File: src/rtl/i2c_pkg.sv
// Shared I2C definitions: FSM state encoding and bus-level constants used by
// both the master and the register-file target.
package i2c_pkg;

  localparam int unsigned BITS_PER_BYTE = 8;
  localparam logic        I2C_ACK       = 1'b0;
  localparam logic        I2C_NACK      = 1'b1;

  typedef enum logic [3:0] {
    IDLE      = 4'd0,
    ADDR      = 4'd1,
    ADDR_ACK  = 4'd2,
    REG       = 4'd3,
    REG_ACK   = 4'd4,
    WDATA     = 4'd5,
    WDATA_ACK = 4'd6,
    RDATA     = 4'd7,
    RDATA_ACK = 4'd8,
    WAIT_STOP = 4'd9
  } i2c_state_e;

endpackage

File: src/rtl/i2c_bus_sync.sv
// Oversampling front end for SCL/SDA: 2-flop synchronizers, a history flop,
// and registered single-cycle edge / START / STOP indications.
module i2c_bus_sync (
  input  logic clk,
  input  logic reset,
  input  logic scl_in,
  input  logic sda_in,
  output logic scl_rise,
  output logic scl_fall,
  output logic start_det,
  output logic stop_det,
  output logic sda_s
);

  logic [1:0] scl_ff;
  logic [1:0] sda_ff;
  logic       scl_prev;
  logic       sda_prev;
  logic       scl_sync;
  logic       sda_sync;

  assign scl_sync = scl_ff[1];
  assign sda_sync = sda_ff[1];

  // Synchronizers keep tracking through reset so no phantom edge appears on release.
  always_ff @(posedge clk) begin
    scl_ff   <= {scl_ff[0], scl_in};
    sda_ff   <= {sda_ff[0], sda_in};
    scl_prev <= scl_sync;
    sda_prev <= sda_sync;
  end

  // A condition needs SCL stable high across the SDA transition; a simultaneous
  // SCL change is treated as a plain clock edge.
  always_ff @(posedge clk) begin
    if (reset) begin
      scl_rise  <= 1'b0;
      scl_fall  <= 1'b0;
      start_det <= 1'b0;
      stop_det  <= 1'b0;
      sda_s     <= 1'b1;
    end else begin
      scl_rise  <= scl_sync & ~scl_prev;
      scl_fall  <= ~scl_sync & scl_prev;
      start_det <= scl_sync & scl_prev & sda_prev & ~sda_sync;
      stop_det  <= scl_sync & scl_prev & ~sda_prev & sda_sync;
      sda_s     <= sda_sync;
    end
  end

endmodule

File: src/rtl/i2c_slave_regs.sv
// I2C target with a byte register file: address match, register pointer,
// auto-incrementing burst writes and reads.
module i2c_slave_regs
  import i2c_pkg::*;
#(
  parameter logic [6:0]  SLAVE_ADDR = 7'h50,
  parameter int unsigned NUM_REGS   = 16
) (
  input  logic       clk,
  input  logic       reset,
  input  logic       scl_in,
  input  logic       sda_in,
  output logic       sda_oe,
  output logic       wr_strobe,
  output logic [7:0] wr_addr,
  output logic [7:0] wr_data,
  output logic       busy
);

  localparam int unsigned IDX_W = (NUM_REGS > 1) ? $clog2(NUM_REGS) : 1;

  logic scl_rise, scl_fall, start_det, stop_det, sda_s;

  i2c_bus_sync u_bus_sync (
    .clk       (clk),
    .reset     (reset),
    .scl_in    (scl_in),
    .sda_in    (sda_in),
    .scl_rise  (scl_rise),
    .scl_fall  (scl_fall),
    .start_det (start_det),
    .stop_det  (stop_det),
    .sda_s     (sda_s)
  );

  i2c_state_e state;
  logic [2:0] bit_cnt;
  logic [6:0] shift_q;
  logic [7:0] tx_shift;
  logic [7:0] ptr;
  logic       rw;
  logic       ack_phase;
  logic       got_ack;
  logic [7:0] regs [NUM_REGS];

  logic [7:0] rx_byte_c;
  logic       last_bit_c;
  logic       ptr_ok_c;
  logic [7:0] rd_byte_c;

  assign rx_byte_c  = {shift_q, sda_s};
  assign last_bit_c = (bit_cnt == 3'(BITS_PER_BYTE - 1));
  assign ptr_ok_c   = ({1'b0, ptr} < 9'(NUM_REGS));
  assign rd_byte_c  = ptr_ok_c ? regs[ptr[IDX_W-1:0]] : 8'hFF;

  always_ff @(posedge clk) begin
    if (reset) begin
      state     <= IDLE;
      bit_cnt   <= 3'd0;
      shift_q   <= 7'd0;
      tx_shift  <= 8'd0;
      ptr       <= 8'd0;
      rw        <= 1'b0;
      ack_phase <= 1'b0;
      got_ack   <= 1'b0;
      sda_oe    <= 1'b0;
      wr_strobe <= 1'b0;
      wr_addr   <= 8'd0;
      wr_data   <= 8'd0;
      busy      <= 1'b0;
      for (int i = 0; i < int'(NUM_REGS); i++) regs[i] <= 8'h00;
    end else begin
      wr_strobe <= 1'b0;
      if (stop_det) begin
        state     <= IDLE;
        sda_oe    <= 1'b0;
        busy      <= 1'b0;
        ack_phase <= 1'b0;
      end else if (start_det) begin
        state     <= ADDR;
        bit_cnt   <= 3'd0;
        sda_oe    <= 1'b0;
        busy      <= 1'b1;
        ack_phase <= 1'b0;
      end else begin
        case (state)
          // Receive phases: shift MSB-first on SCL rise, act on the 8th bit.
          ADDR, REG, WDATA: begin
            if (scl_rise) begin
              shift_q <= rx_byte_c[6:0];
              bit_cnt <= bit_cnt + 3'd1;
              if (last_bit_c) begin
                if (state == ADDR) begin
                  if (rx_byte_c[7:1] == SLAVE_ADDR) begin
                    rw    <= rx_byte_c[0];
                    state <= ADDR_ACK;
                  end else begin
                    state <= WAIT_STOP;
                  end
                end else if (state == REG) begin
                  ptr   <= rx_byte_c;
                  state <= REG_ACK;
                end else begin
                  if (ptr_ok_c) begin
                    regs[ptr[IDX_W-1:0]] <= rx_byte_c;
                    wr_strobe <= 1'b1;
                    wr_addr   <= ptr;
                    wr_data   <= rx_byte_c;
                  end
                  ptr   <= ptr + 8'd1;
                  state <= WDATA_ACK;
                end
              end
            end
          end
          // First fall drives the ACK, second fall ends the 9th slot.
          ADDR_ACK, REG_ACK, WDATA_ACK: begin
            if (scl_fall) begin
              if (!ack_phase) begin
                sda_oe    <= 1'b1;
                ack_phase <= 1'b1;
              end else begin
                ack_phase <= 1'b0;
                bit_cnt   <= 3'd0;
                if (state == ADDR_ACK && rw) begin
                  state    <= RDATA;
                  sda_oe   <= ~rd_byte_c[7];
                  tx_shift <= {rd_byte_c[6:0], 1'b0};
                end else begin
                  sda_oe <= 1'b0;
                  state  <= (state == ADDR_ACK) ? REG : WDATA;
                end
              end
            end
          end
          RDATA: begin
            if (scl_rise) begin
              bit_cnt <= bit_cnt + 3'd1;
              if (last_bit_c) begin
                state   <= RDATA_ACK;
                got_ack <= 1'b0;
              end
            end else if (scl_fall) begin
              sda_oe   <= ~tx_shift[7];
              tx_shift <= {tx_shift[6:0], 1'b0};
            end
          end
          // Release SDA for the master's ACK; on ACK the next byte goes out at the following fall.
          RDATA_ACK: begin
            if (scl_rise) begin
              if (sda_s == I2C_ACK) begin
                got_ack <= 1'b1;
                ptr     <= ptr + 8'd1;
              end else begin
                state <= WAIT_STOP;
              end
            end else if (scl_fall) begin
              if (got_ack) begin
                got_ack  <= 1'b0;
                bit_cnt  <= 3'd0;
                state    <= RDATA;
                sda_oe   <= ~rd_byte_c[7];
                tx_shift <= {rd_byte_c[6:0], 1'b0};
              end else begin
                sda_oe <= 1'b0;
              end
            end
          end
          default: ;
        endcase
      end
    end
  end

endmodule

File: config.mk
export PLATFORM = sky130hd
export DESIGN_NAME = i2c_slave_regs
export DESIGN_NICKNAME = d
export VERILOG_FILES = /design/src/rtl/i2c_pkg.sv /design/src/rtl/i2c_bus_sync.sv /design/src/rtl/i2c_slave_regs.sv
export SDC_FILE = /design/constraint.sdc
export NUM_CORES = 1
export LEC_CHECK = 0
export ABC_AREA = 1
export CORE_MARGIN = 2
export CORE_UTILIZATION = 62
export CTS_CLUSTER_DIAMETER = 100
export CTS_CLUSTER_SIZE = 40
export DETAILED_ROUTE_END_ITERATION = 12
export PLACE_DENSITY = 0.8
export SYNTH_ARGS = -nofsm -noshare
export SYNTH_HDL_FRONTEND = slang
export SYNTH_SLANG_ARGS = --single-unit
export TNS_END_PERCENT = 100
File: constraint.sdc
create_clock -name clk -period 2.8 [get_ports clk]
set_clock_uncertainty 0.15 [all_clocks]
set_input_delay 0.42 -clock clk [delete_from_list [all_inputs] [get_ports clk]]
set_output_delay 0.42 -clock clk [all_outputs]
set_load 0.1 [all_outputs]
# Word level (Yosys, flattened, before mapping)
# Memories as Yosys holds them, arrays and structs flattened. A register that Yosys moved wholly into a read port is not among the register bits.
# Index checks and enable logic that the tools add are counted.
# Widths: inputs -> output; s select.
dict set report totals {
  wordCells 185
  output_inout_bits 19
  input_bits 4
  regBits 63
  ramBits 128
  n_memories 1
}
dict set report op_classes {
  bitwise_logic 17
  mux 75
  eq_ne 42
  magnitude_cmp 1
  n_addsub 2
  reduce_logical 24
}
# name depth word_bits read_ports rd_ports_with_merged_regs wr line_no
set mem_list {}
lappend mem_list {regs 16 8 1 1 16 i2c_slave_regs.sv:44} ;# logic [7:0] regs [NUM_REGS];
# op count
set ops {}
lappend ops {{$mux 8} 16}
lappend ops {{$mux 4} 15}
lappend ops {{$mux 1} 28}
lappend ops {{$mux 3} 9}
lappend ops {{$pmux 8 s3} 1}
lappend ops {{$reduce_and 8->1} 3}
lappend ops {{$reduce_and 10->1} 2}
lappend ops {{$ne 2x2->1 const B} 9}
lappend ops {{$ne 3x1->1 const B} 6}
lappend ops {{$eq 4x3->1 const B} 4}
lappend ops {{$pmux 4 s4} 1}
lappend ops {{$pmux 8 s2} 1}
lappend ops {{$ne 3x2->1 const B} 5}
lappend ops {{$reduce_and 7->1} 2}
lappend ops {{$ne 2x1->1 const B} 6}
lappend ops {{$reduce_and 11->1} 1}
lappend ops {{$not 1->1} 10}
lappend ops {{$ne 3x3->1 const B} 3}
lappend ops {{$pmux 3 s3} 1}
lappend ops {{$reduce_or 3->1} 3}
lappend ops {{$add 8x1->8 const B} 1}
lappend ops {{$eq 4x2->1 const B} 2}
lappend ops {{$lt 8x5->1 const B} 1}
lappend ops {{$reduce_bool 4->1} 2}
lappend ops {{other kinds (22)} 29}

# Depth between registers and ports, before layout
# Gate-level depths: netlist (run 1).
dict set report logic_depth {
  ltp_word 13
  mapped_depth 11
  depth_no_buf 10
}

# By module
# A second synthesis (run 1) with hierarchy kept.
dict set report hier_totals {
  cells_unflattened 991
  area_unflattened_um2 8882.3
}
# module area_per_inst_um2 n_inst seq_area_each_um2 cells_per_inst
set modules_own_cells {}
lappend modules_own_cells {i2c_slave_regs 8605.8 1 4944.7 966}
lappend modules_own_cells {i2c_bus_sync 276.5 1 220.2 25}

# Worst setup path before layout (run 1)
# OpenSTA, ideal clock, no wires.
dict set report synth_path {
  path_kind {register to register}
  start {register u_bus_sync.start_det}
  end {memory regs[4][0] (enable)}
  required_time_ns 2.321
  arrival_ns 1.577
  n_path_buf 1
  setup_ns 0.329
  slack_ns 0.744
  synth_period_minus_slack_ns 2.056
  path_stages_with_launch 9
  cell_sequence {dfxtp_1 -> buf_2 -> nor2_2 -> nand4_4 -> nor2_4 -> nand3_4 -> nor2_4 -> nand2_2 -> nand2_1}
}
# item line_no
set synth_lines {}
lappend synth_lines {{start: declaration} i2c_bus_sync.sv:10} ;# output logic start_det,
lappend synth_lines {{start signal: assignment} i2c_bus_sync.sv:45} ;# start_det <= scl_sync & scl_prev & sda_prev & ~sda_sync;
lappend synth_lines {{end: declaration} i2c_slave_regs.sv:44}

==> results of run 1 <==
-- per-layer routing --
layer,global-route usage (%),part of all wire (%),vias up
li1,-,-,3335
met2,47.56,46,408
met5,0,0,-
met3,7.921,11,67
met4,15.27,3.6,0
met1,42.34,39,3362
-- kinds of logic after synthesis --
kind of cell	Yosys count
AOI/OAI and AO/OA	163
xor gates and xnor gates	2
adders and majority gates	6
buffers and inverters	118
DFF	194
and+or+nand+nor	506
-- layout make-up --
type / instances / area, um^2 / share of cell area, %
sequential: 194 / 5166 / 52.75
multi-input combinational: 677 / 3234 / 33.02
clock buffer: 21 / 493.0 / 5.033
timing repair buffer: 38 / 305.3 / 3.117
inverter: 68 / 255.2 / 2.606
tap: 180 / 225.2 / 2.299
clock inverter: 11 / 115.1 / 1.175
-- sequential cells by signal (all words and copies together) (netlist names), 2 cells and up, named ones only --
register           cells
shift_q                7
wr_addr                8
regs                 128
ptr                    8
u_bus_sync.scl_ff      2
tx_shift               7
state                  4
bit_cnt                3
wr_data                8
u_bus_sync.sda_ff      2
-- power by group --
part	total, mW	internal, mW	switching (mW)	leakage, nW
clock network	2.46	1.38	1.09	0.304
logic	1.68	0.489	1.20	1.50
registers	3.29	3.20	0.0921	1.86
total	7.43	5.06	2.37	3.67
-- through the flow --
stage,cells,util [%]
after floorplan,989,-
after global routing,1189,70.29
final,1189,70.29
after CTS,1189,70.29
after detailed placement,1157,65.92
after global placement,1157,65.92
-- synth_stat cells --
master    number
nor3b_2        1
nand2_2       18
nor4_1         1
a311oi_1       1
nor2_1       256
a21oi_1       34
o21ai_0       96
o211ai_2       1
ha_1           6
buf_6          3
and3_1         1
a211oi_1       1
buf_1          3
o211ai_1      22
nand2_1      111
nand3_2        2
nand3_4        1
nor3b_1        1
nor3_2         6
or2_2          7
edfxtp_1     128
clkinv_1       7
clkbuf_1      34
xnor2_1        1
o21ai_2        3
nor2_4         7
nand4_1        4
dfxtp_1       66
xor2_1         1
nor2_2         4
nand3_1       79
o21a_1         1
inv_2          2
inv_1         59
a31oi_1        3
buf_4          1
nor3_1         6
buf_2          9
o21ai_1        1
nand4_4        1
-- worst max-delay path by stage --
| stage | from | to | slack, ns | depth (start not counted) |
|---|---|---|---|---|
| detailed placement | u_bus_sync.start_det | regs[8][3] | 0.28 | 7 |
| global route | state[0] | regs[0][3] | 0.03 | 8 |
| floorplan | u_bus_sync.start_det | regs[4][0] | 0.74 | 8 |
| finish | u_bus_sync.start_det | regs[8][3] | 0.22 | 7 |
| CTS | u_bus_sync.start_det | regs[8][6] | 0.25 | 7 |
| global placement | u_bus_sync.start_det | regs[8][3] | 0.37 | 7 |
-- placed cells by master (no fill, tap or decap), types with 2 or more instances in the layout --
| cell type | count |
|---|---|
| nor3_2 | 6 |
| clkdlybuf4s50_1 | 3 |
| nand4_1 | 4 |
| a31oi_1 | 3 |
| a21oi_1 | 34 |
| o211ai_1 | 22 |
| clkbuf_16 | 19 |
| dfxtp_1 | 65 |
| or2_2 | 7 |
| nor2_4 | 7 |
| inv_1 | 59 |
| inv_2 | 2 |
| buf_4 | 34 |
| inv_4 | 2 |
| nor3_1 | 6 |
| nand2_1 | 111 |
| ha_1 | 6 |
| edfxtp_1 | 128 |
| o21ai_2 | 3 |
| nand3_1 | 79 |
| nor2_1 | 256 |
| nand2_2 | 18 |
| clkinv_4 | 2 |
| nor2_2 | 4 |
| o21ai_0 | 96 |
| nand3_2 | 2 |
| clkinv_1 | 7 |
| inv_6 | 2 |
| clkinv_2 | 2 |
==> key figures, run 1 <==
Synth
  • Combinational family with the most area after synthesis: simple AND/OR/NAND/NOR gates
  • Post-Synth Simple-Gate Area: 25.22%
  • FF+latch count, synth: 194
  • Post-synthesis xor/xnor area fraction: 0.1973%
  • Post-Synth Adder-Cell Area: 0.8454%
  • Cell taking the most area after synthesis: edfxtp_1
  • Syn Inst Count: 989
  • Post-Syn Area: 8880 um^2
  • Top cells by area, synth: edfxtp_1, dfxtp_1, nor2_1
  • Mux contribution to synthesized area: 0%
  • Synth Area in Compound Gates: 10.16%
  • Post-Syn Nets: 999
  • Cell variety after synth: 40
  • Seq/Total Area, Yosys: 58.17%
  • Avg Cell Area, Syn: 8.979 um^2
  • Area share of the largest cell type after synthesis: 43.29%
  • YS warnings: 0

Timing
  • F_max: 388.3 MHz
  • Worst slew pin tran: 0.6955 ns
  • Fin. Hold Viols: 0
  • Final period util: 91.98%
  • # setup viols final: 0
  • Max-slew violation count: 0
  • Hold Slack: 0.1757 ns
  • RSZ-0062 raised after global routing: false
  • Rel. slew slack: 53.50%
  • Post-route worst setup slack: 0.2247 ns
  • Setup_tns: 0 ns
  • Crit path time final: 2.575 ns

Routing
  • Mean routed wirelength per cell: 18.80 um
  • DR vias: 7172
  • Routed Antenna Nets: 0
  • Aggregate routed wire length: 22.36 mm
  • DRT Pass-1 Iters: 6
  • Drt drc: 0
  • Initial DRC count: 975
  • Vias per Instance: 6.032

Place
  • GPL Wtd Cong: 0.9353
  • Setup WS pre-CTS: 0.2810 ns
  • Dpl hpwl: 14.78 mm
  • DP Area: 9186 um^2
  • # port buffers: 22

Clock tree
  • Inserted Clock Buffers: 17
  • CTS Buffer Depth: 2
  • Root Buffer: clkbuf_16
  • Hold_buf cts: 0
  • Post_cts resized: 0
  • Setup bufs post-CTS: 0
  • CTS tree: yes
  • Clk slew on worst S/H paths: 0.07 ns
  • Clk Latency, worst-skew pair: 0.44 ns
  • H-tree levels: 4
  • Clock sink count: 194

Worst setup path
  • Crit path arrival time: 2.54 ns
  • Crit path buf inv count: 0
  • CP max stage cell: dfxtp_1
  • Req. time, crit path: 2.76 ns
  • Slowest Stage Delay on Critical Path: 0.39 ns
  • CP max FO: 15
  • WS Path Type: flop to flop
  • FF-to-FF Start: u_bus_sync.start_det
  • Worst setup SP type: flop
  • FF-to-FF path depth: 7
  • Critical Path End Type: flop
  • Setup slack, reg-to-reg: 0.22 ns
  • Crit-path cells: nor2_2 -> nand4_4 -> nor2_4 -> nand3_4 -> nor2_4 -> nand2_2 -> nand2_1
  • Critical path's top delay family: simple AND/OR/NAND/NOR gates
  • Crit Reg-Reg Endpoint: regs[8][3]
  • Most Frequent Cell on Critical Path: nor2_4

Worst hold path
  • Hold EP: u_bus_sync.scl_ff[1]
  • Hold Crit Depth: 0
  • HP Class: flop to flop
  • Hold Startpoint: u_bus_sync.scl_ff[0]

Die
  • FP Rows: 43
  • Initial Util: 63.72%
  • Num ports: 23
  • Die height: 123.7 um
  • Die area: 15300 um^2
  • Core area: 13930 um^2
  • DIE WIDTH: 123.7 um

Layout
  • N_diodes: 0
  • Synth-to-layout area growth: 10.30%
  • Fillers: 1058
  • Cell area after layout: 9794 um^2
  • Final net count: 1006
  • Share of cells above drive strength 1: 11.89%

Pwr
  • Tot Pwr: 7.434 mW
  • Lkg Pwr: 3.667 nW
  • Worst VDD drop: 460.1 uV
  • Pwr per Cell Area: 759.0 nW/um^2

GRT
  • Largest net degree at the start of global routing: 64
  • Total grt overflow: 0
  • Number of global-route vias before repair: 6576
  • Initial antenna violation count: 0
  • First-pass GRT wire length: 35.09 mm
  • Total GRT Usage: 31.35%

Run
  • Max_cap viols: 0

Status
  • Outcome: finished, final reports clean
Note: power is estimated with default switching activity, not from simulation.
==> run 2: changes to the inputs <==
ABC_CLOCK_PERIOD_IN_PS = 2800   (was unset)
SLEW_MARGIN = 20   (was unset)
==> results of run 2 <==
No change in the layout: final DEF, timing and power equal those of run 1.
